`config.mk`:
```
export PLATFORM = sky130hd
export DESIGN_NAME = clk_div_gen
export DESIGN_NICKNAME = d
export VERILOG_FILES = /design/src/rtl/clk_div_gen.sv
export SDC_FILE = /design/constraint.sdc
export NUM_CORES = 1
export LEC_CHECK = 0
export CELL_PAD_IN_SITES_DETAIL_PLACEMENT = 1
export CELL_PAD_IN_SITES_GLOBAL_PLACEMENT = 1
export CORE_MARGIN = 4
export CORE_UTILIZATION = 40
export CTS_BUF_LIST = sky130_fd_sc_hd__clkbuf_16
export DETAILED_ROUTE_END_ITERATION = 10
export PLACE_DENSITY = 0.79
export SKIP_LAST_GASP = 1
export SYNTH_ARGS = -nofsm -noshare
export SYNTH_HDL_FRONTEND = slang
export SYNTH_SLANG_ARGS = --single-unit
```
`constraint.sdc`:
```
create_clock -name clk -period 7.7 [get_ports clk]
set_input_delay 2.31 -clock clk [delete_from_list [all_inputs] [get_ports clk]]
set_output_delay 2.31 -clock clk [all_outputs]
set_load 0.02 [all_outputs]
```
`src/rtl/clk_div_gen.sv`:
```
// Multi-channel divided-clock / clock-enable generator with a lock monitor.
// Optional counter realign pulse is enabled by defining CLK_DIV_ALIGN_EN.
module clk_div_lane #(
  parameter int CNT_WIDTH = 16,
  parameter int DIV_INIT  = 2
) (
  input  logic                 clk,
  input  logic                 rst,
  input  logic                 wr_i,
  input  logic [CNT_WIDTH-1:0] val_i,
  input  logic                 align_i,
  output logic                 clk_out_o,
  output logic                 clk_en_o,
  output logic                 pend_o
);
  logic [CNT_WIDTH-1:0] div_q, div_d, shd_q, shd_d, cnt_q, cnt_d;
  logic                 pend_q, pend_d, out_q, out_d, en_q, en_d;
  logic                 wrap, restart, apply;

  always_comb begin
    wrap    = (div_q != '0) && (cnt_q == div_q - CNT_WIDTH'(1));
    restart = align_i || wrap || (div_q == '0);
    // a disabled channel picks up its new divisor on the very next edge
    apply   = pend_q && restart;
    div_d   = apply ? shd_q : div_q;
    shd_d   = wr_i ? val_i : shd_q;
    pend_d  = wr_i || (pend_q && !apply);
    cnt_d   = restart ? '0 : cnt_q + CNT_WIDTH'(1);
    en_d    = !align_i && wrap && (div_d != '0);
    // high phase opens on the wrap and closes once the counter reaches D/2
    if (align_i || (div_d < CNT_WIDTH'(2))) out_d = 1'b0;
    else if (wrap)                          out_d = 1'b1;
    else                                    out_d = out_q && (cnt_d < (div_d >> 1));
  end

  always_ff @(posedge clk or posedge rst) begin
    if (rst) begin
      div_q  <= CNT_WIDTH'(DIV_INIT);
      shd_q  <= CNT_WIDTH'(DIV_INIT);
      cnt_q  <= '0;
      pend_q <= 1'b0;
      out_q  <= 1'b0;
      en_q   <= 1'b0;
    end else begin
      div_q  <= div_d;
      shd_q  <= shd_d;
      cnt_q  <= cnt_d;
      pend_q <= pend_d;
      out_q  <= out_d;
      en_q   <= en_d;
    end
  end

  assign clk_out_o = out_q;
  assign clk_en_o  = en_q;
  assign pend_o    = pend_q;
endmodule

module clk_div_gen #(
  parameter  int CHANNELS    = 4,
  parameter  int CNT_WIDTH   = 16,
  parameter  int DIV_INIT    = 2,
  parameter  int LOCK_CYCLES = 16,
  localparam int SEL_W       = (CHANNELS > 1) ? $clog2(CHANNELS) : 1
) (
  input  logic                 clk,
  input  logic                 rst,
  input  logic                 div_wr,
  input  logic [SEL_W-1:0]     div_sel,
  input  logic [CNT_WIDTH-1:0] div_val,
  input  logic                 align,
  output logic [CHANNELS-1:0]  clk_out,
  output logic [CHANNELS-1:0]  clk_en,
  output logic                 locked
);
  localparam int               LK_W = $clog2(LOCK_CYCLES) + 1;
  localparam logic [SEL_W:0]   NCH  = (SEL_W+1)'(CHANNELS);

  typedef enum logic {S_COUNT, S_LOCKED} lock_st_e;

  lock_st_e            st_q, st_d;
  logic [LK_W-1:0]     lk_q, lk_d;
  logic [CHANNELS-1:0] pend, wr_ch;
  logic                wr_ok, align_eff;

  assign wr_ok = div_wr && ({1'b0, div_sel} < NCH);

`ifdef CLK_DIV_ALIGN_EN
  assign align_eff = align;
`else
  logic unused_align;
  assign unused_align = align;
  assign align_eff    = 1'b0;
`endif

  for (genvar i = 0; i < CHANNELS; i++) begin : g_lane
    assign wr_ch[i] = wr_ok && (div_sel == SEL_W'(i));
    clk_div_lane #(.CNT_WIDTH(CNT_WIDTH), .DIV_INIT(DIV_INIT)) u_lane (
      .clk       (clk),
      .rst       (rst),
      .wr_i      (wr_ch[i]),
      .val_i     (div_val),
      .align_i   (align_eff),
      .clk_out_o (clk_out[i]),
      .clk_en_o  (clk_en[i]),
      .pend_o    (pend[i])
    );
  end

  always_comb begin
    st_d = st_q;
    lk_d = lk_q;
    unique case (st_q)
      S_COUNT: begin
        if ((|pend) || wr_ok || align_eff) lk_d = '0;
        else if (lk_q == LK_W'(LOCK_CYCLES - 1)) begin
          st_d = S_LOCKED;
          lk_d = '0;
        end else lk_d = lk_q + LK_W'(1);
      end
      S_LOCKED: begin
        if (wr_ok || align_eff) begin
          st_d = S_COUNT;
          lk_d = '0;
        end
      end
      default: begin
        st_d = S_COUNT;
        lk_d = '0;
      end
    endcase
  end

  always_ff @(posedge clk or posedge rst) begin
    if (rst) begin
      st_q <= S_COUNT;
      lk_q <= '0;
    end else begin
      st_q <= st_d;
      lk_q <= lk_d;
    end
  end

  assign locked = (st_q == S_LOCKED);
endmodule

```
## Yosys cells after proc, flatten, opt, wreduce, memory -nomap -nowiden

Index checks and enable logic that the tools add are counted.

| word-level totals | value |
|---|---|
| output and inout bits | 9 |
| flip-flop bits (word level) | 210 |

| cells by class | value |
|---|---|
| bitwise operators | 1 |
| $lt $le $gt $ge | 8 |
| add/subtract/negate cells | 9 |
| eq/ne operators | 9 |
| reduce and logical (&&, ||, !) cells | 51 |
| muxes and demuxes | 24 |

Operators by type and width:

| cell | number |
|---|---|
| $mux W16 | 8 |
| $reduce_bool A16 Y1 | 8 |
| $add A16 B1 Y16 const B | 4 |
| $eq A16 B16 Y1 | 4 |
| $logic_not A16 Y1 | 4 |
| $lt A16 B15 Y1 | 4 |
| $lt A16 B2 Y1 const B | 4 |
| $sub A16 B1 Y16 const B | 4 |
| $logic_and A1 B1 Y1 | 24 |
| $mux W5 | 3 |
| $mux W1 | 11 |
| $pmux W5 S2 | 1 |
| $logic_or A1 B1 Y1 | 9 |
| $add A5 B1 Y5 const B | 1 |
| $eq A5 B4 Y1 const B | 1 |
| $eq A2 B2 Y1 const B | 2 |
| $logic_not A1 Y1 | 4 |
| $reduce_or A4 Y1 | 1 |
| $eq A2 B1 Y1 const B | 1 |
| $logic_not A2 Y1 | 1 |
| $ne A2 B2 Y1 const B | 1 |
| $pmux W1 S2 | 1 |
| $not A1 Y1 | 1 |

## Longest topological paths before layout

| depth | value |
|---|---|
| word-level depth | 10 |
| mapped depth | 23 |
| gate-level depth less buffers | 20 |

## Cells and area by module

Synthesis repeated with hierarchy kept, for this count alone.

| unflattened totals | value |
|---|---|
| cell total of the unflattened synthesis | 1254 |
| area total of the unflattened synthesis | 12942.4 µm² |

Modules (own cells, without submodules):

| module | seq. area each (µm²) | cells each | instances | area each (µm²) |
|---|---|---|---|---|
| clk_div_lane | 1278.7 | 304 | 4 | 3145.5 |
| clk_div_gen | 150.1 | 38 | 1 | 360.3 |

## Worst setup path after synthesis

Ideal clock, no wire load.

| path | value |
|---|---|
| path kind | register to register |
| start | register g_lane[2].u_lane.div_q[1] |
| end | register g_lane[2].u_lane.out_q |
| library setup time | 0.087 ns |
| data arrival time | 4.727 ns |
| clock period less this slack | 4.814 ns |
| cell stages (with the launch flop) | 22 |
| setup slack | 2.886 ns |
| path buffers | 3 |
| cell sequence | dfstp_2 > clkbuf_1 > inv_1 > ha_1 > clkbuf_1 > and4b_1 > or3_1 > or4_1 > and4_1 > a32oi_4 > buf_4 > mux2i_1 > ha_1 > a21o_1 > a21o_1 > a21o_1 > a21o_1 > a31oi_1 > nand2_1 > a21oi_1 > nand3_1 > o211ai_1 |

| between the ends | value |
|---|---|
| longest elaborated chain between the ends | 10 |
| elaborated cells on any way between the ends | 14 |

Ends and longest elaborated chain:

| what | line | text |
|---|---|---|
| start, declared | 16 | `logic [CNT_WIDTH-1:0] div_q, div_d, shd_q, shd_d, cnt_q, cnt_d;` |
| start signal, assigned | 38 | `div_q <= CNT_WIDTH'(DIV_INIT);` |
| start signal, assigned | 45 | `div_q <= div_d;` |
| $sub A16 B1 Y16 | 21 | `wrap = (div_q != '0) && (cnt_q == div_q - CNT_WIDTH'(1));` |
| $eq A16 B16 Y1 | 21 |  |
| $logic_and A1 B1 Y1 | 21 |  |
| $logic_or A1 B1 Y1 | 22 | `restart = align_i \|\| wrap \|\| (div_q == '0);` |
| $logic_and A1 B1 Y1 | 24 | `apply = pend_q && restart;` |
| $mux W16 | 25 | `div_d = apply ? shd_q : div_q;` |
| $lt A16 B15 Y1 | 33 | `else out_d = out_q && (cnt_d < (div_d >> 1));` |
| $logic_and A1 B1 Y1 | 33 |  |
| $mux W1 | 32 | `else if (wrap) out_d = 1'b1;` |
| $mux W1 * | 31 | `if (align_i \|\| (div_d < CNT_WIDTH'(2))) out_d = 1'b0;` |
| named net g_lane[2].u_lane.out_d | 17 | `logic pend_q, pend_d, out_q, out_d, en_q, en_d;` |
| end signal, assigned | 49 | `out_q <= out_d;` |
| end, declared | 17 |  |

Mark *: on every way through the listed nets, which the timed path passes. The rest lies on a longest branch.
A chain may end at the register's enable or synchronous reset.

## Worst setup path after layout

| path | value |
|---|---|
| start | register g_lane[0].u_lane.div_q[2] |
| end | register g_lane[0].u_lane.out_q |

| between the ends | value |
|---|---|
| longest elaborated chain between the ends | 10 |
| elaborated cells on any way between the ends | 14 |

Ends and longest elaborated chain:

| what | line |
|---|---|
| start, declared | 16 |
| start signal, assigned | 38 |
| start signal, assigned | 45 |
| $sub A16 B1 Y16 | 21 |
| $eq A16 B16 Y1 | 21 |
| $logic_and A1 B1 Y1 | 21 |
| $logic_or A1 B1 Y1 | 22 |
| $logic_and A1 B1 Y1 | 24 |
| $mux W16 | 25 |
| $lt A16 B15 Y1 | 33 |
| $logic_and A1 B1 Y1 | 33 |
| $mux W1 | 32 |
| $mux W1 * | 31 |
| named net g_lane[0].u_lane.out_d | 17 |
| end signal, assigned | 49 |
| end, declared | 17 |

Marked as above.

==> flow_metrics.env <==
export IMPL_synth_edff_count=0
export IMPL_antenna_found_initial=1
export IMPL_numCtsBuffers=25
export IMPL_row_count=65
export IMPL_wl_um=35400
export IMPL_drive_gt1_share_pct=12.3
export IMPL_routabilityCongestion=0.859
export IMPL_remaining_drc_errors=0
export IMPL_seqCellArea_um2=5270
export IMPL_switching_share_pct=41.6
export IMPL_fmax_mhz=178
export IMPL_start_kind="flop"
export IMPL_min_delay_path_depth=2
export IMPL_initialDrtViolationCount=544
export IMPL_dp_cells=1659
export IMPL_reg2reg_depth=19
export IMPL_fp_coreArea_um2=31600
export IMPL_grt_usage_pct=20.0
export IMPL_grt_pass1_vias=10600
export IMPL_rr_startpoint="g_lane[0].u_lane.div_q[2]"
export IMPL_multi_input_area_um2=7060
export IMPL_cp_max_fo=23
export IMPL_clock_path_buffers=3
export IMPL_fin_setup_tns_ps=0
export IMPL_grt_overflow_total=0
export IMPL_dieArea_um2=35000
export IMPL_ys_flop_type="dfrtp_1"
export IMPL_r2r_slack_ps=2090
export IMPL_utilization_pct=45.4
export IMPL_worstSkewPairLatency_ps=520
export IMPL_min_path_type="flop to flop"
export IMPL_cts_tree="done"
export IMPL_syn_area_um2=12800
export IMPL_post_cts_buffers=0
export IMPL_ir_drop_mv=0.174
export IMPL_area_delta_synth_final_pct=11.6
export IMPL_layout_cells_non_filler=1705
export IMPL_status="finished, final reports clean"
export IMPL_postLayoutSetupSlackWorst_ps=2090
export IMPL_via_per_inst=5.81
export IMPL_ys_ff_latch=210
export IMPL_ios=31
export IMPL_syn_area_per_cell_um2=10.1
export IMPL_p_sw_w=0.00227
export IMPL_grt_max_degree=185
export IMPL_cts_sinks=210
export IMPL_final_fill_count=3516
export IMPL_wl_per_cell_um=20.8
export IMPL_whs_endpoint="g_lane[2].u_lane.div_q[1]"
export IMPL_rsz0062_at_grt="false"
export IMPL_dp_slack_ps=2140
export IMPL_layout_min_cycle_time_ps=5610
export IMPL_synth_cells=1268
export IMPL_cp_arrival_ps=6030
export IMPL_port_buffers=29
export IMPL_synth_async_sr_flop_share_pct=100
export IMPL_synth_fp_nets=1351
export IMPL_max_slew_worst_pin_slew_ps=1300
export IMPL_grt_pass1_wl_um=58100
export IMPL_antenna_left=0
export IMPL_p_int_w=0.00319
export IMPL_root_buffer="clkbuf_16"
export IMPL_comb_power_share_pct=41.3
export IMPL_cts_htree_levels=1
export IMPL_skew_ps=8.54
export IMPL_hold_buffers=0
export IMPL_nets=1367
export IMPL_hp_start="g_lane[2].u_lane.shd_q[1]"
export IMPL_antenna_cells=0
export IMPL_clkPwrFrac_pct=23.0
export IMPL_vias=9899
export IMPL_seq_area_frac_synth_pct=41.1
export IMPL_final_common_cell="dfrtp_1"
export IMPL_finalCritPeriodShare_pct=72.8
export IMPL_p_leak_nw=6.69
export IMPL_final_hold_viol_count=0
export IMPL_hpwl_um=25700
export IMPL_seq_power_share_pct=35.7
export IMPL_cp_end_kind="flop"
export IMPL_die_w_um=187
export IMPL_cp_startpoint="g_lane[0].u_lane.div_q[2]"
export IMPL_drtPass1Iterations=7
export IMPL_pwr_density_cell_nw_per_um2=381
export IMPL_slew_headroom_pct=13.0
export IMPL_timing_rr_end="g_lane[0].u_lane.clk_out_o"
export IMPL_worst_endpoint_required_ps=8120
export IMPL_drv_cap=0
export IMPL_slew_violations=0
export IMPL_clkTransAtPathRegs_ps=70
export IMPL_layout_common_cells="dfrtp_1 (202), nor2_1 (112), mux2_2 (75)"
export IMPL_fp_dieH_um=187
export IMPL_whs_ps=515
export IMPL_synth_distinct_cells=89
export IMPL_finalSetupViolations=0
export IMPL_ys_warn_count=0
export IMPL_ctsResizeCount=0
export IMPL_start_util_pct=40.6
export IMPL_critPathKind="flop to flop"
-- cell usage after synthesis, types with 4 or more instances --
master	n	area share, %
nand3b_1	10	0.59
mux2_1	19	1.7
nand3_1	47	1.8
or2_1	4	0.20
o31a_1	4	0.27
a21oi_1	25	0.98
nand4_1	28	1.4
a221oi_1	4	0.27
a21o_1	24	1.4
clkbuf_1	23	0.67
or4b_1	5	0.39
mux2_2	75	6.6
nor2b_1	11	0.54
or3_1	17	0.83
nor2_1	112	3.3
inv_1	67	2.0
or4_1	7	0.41
and4_1	5	0.34
nor4b_1	6	0.41
a31oi_1	11	0.54
nand2b_1	6	0.29
inv_2	4	0.12
or2_2	6	0.29
nor3_1	39	1.5
o21ai_0	31	1.2
buf_4	11	0.64
buf_2	11	0.43
o211ai_1	10	0.59
nor4_1	21	1.0
nand2_1	61	1.8
ha_1	61	6.0
a211oi_1	11	0.64
and2_1	9	0.44
xor2_1	60	4.1
and3_1	18	0.88
dfstp_2	8	1.6
xnor2_1	69	4.7
dfrtp_1	202	39
mux2i_1	53	4.1
-- flip-flops by register name (all words and copies together), names as in the netlist --
signal                   cells
g_lane.u_lane.clk_en_o       4
g_lane.u_lane.cnt_q         64
g_lane.u_lane.clk_out_o      4
g_lane.u_lane.shd_q         64
lk_q                         5
g_lane.u_lane.div_q         64
locked                       1
g_lane.u_lane.pend_o         4
-- worst max-delay path, cell delays in order (launching register included) --
cell      delay [ps]
dfrtp_1          500
nor4_4           530
nand2_1          190
or4b_1           490
a41o_1           260
a221oi_1         290
and4_1           320
or2_1            150
nand2_1          210
buf_4            330
mux2i_1          220
ha_1             280
a21o_1           190
a21o_1           180
a211oi_1         340
o21ai_0          160
a221oi_1         250
a21oi_1           70
a2111o_1         340
a21oi_1          200
-- layout make-up --
type | instances | area share (%)
multi-input combinational | 940 | 49.3
sequential | 210 | 36.8
clock buffer | 25 | 4.37
tap | 402 | 3.51
timing repair buffer | 36 | 2.48
inverter | 71 | 1.89
clock inverter | 21 | 1.65
-- cells by family (layout without fill, tap and decap cells) --
kind of cell / after synthesis / after routing / synth area share, %
simple gates: 432 / 432 / 18.1
fa+ha+maj: 61 / 61 / 5.95
flops: 210 / 210 / 41.1
mux: 147 / 147 / 12.4
xor+xnor: 130 / 130 / 8.99
buf+inv: 118 / 153 / 3.96
compound gates: 170 / 170 / 9.56
-- power by group through the flow --
| stage | logic (W) | clock network [W] | registers [W] |
|---|---|---|---|
| after global routing | 0.00254 | 0.00133 | 0.00200 |
| final | 0.00225 | 0.00126 | 0.00195 |
| after floorplan | 0.00181 | 0 | 0.00171 |
| after detailed placement | 0.00222 | 0 | 0.00195 |
| after CTS | 0.00225 | 0.00128 | 0.00194 |
| after global placement | 0.00211 | 0 | 0.00192 |
-- routing by layer --
metal / GRT usage (%) / up-vias / share of wire, % / routed length (um)
met5: 0 / - / 0.023 / 8
met4: 4.81 / 2 / 2.2 / 782
met3: 2.61 / 55 / 3.4 / 1220
met2: 33.6 / 166 / 48 / 17000
met1: 27.7 / 5082 / 46 / 16400
li1: - / 4594 / - / -
-- worst max path at each step --
stage / cells past startpoint / end / slack, ps
after floorplan: 1 / g_lane[0].u_lane.clk_en_o / 2670
after global placement: 19 / g_lane[2].u_lane.clk_out_o / 2210
after detailed placement: 20 / g_lane[2].u_lane.clk_out_o / 2140
after CTS: 19 / g_lane[0].u_lane.clk_out_o / 2080
after global routing: 19 / g_lane[0].u_lane.clk_out_o / 1750
final: 19 / g_lane[0].u_lane.clk_out_o / 2090
-- through the flow --
stage,cell area (um^2),total power (W)
after CTS,14300,0.00548
after global placement,13400,0.00404
final,14300,0.00545
after floorplan,12800,0.00352
after global routing,14300,0.00587
after detailed placement,13400,0.00417
No activity file was read; power rests on OpenSTA's default activity.
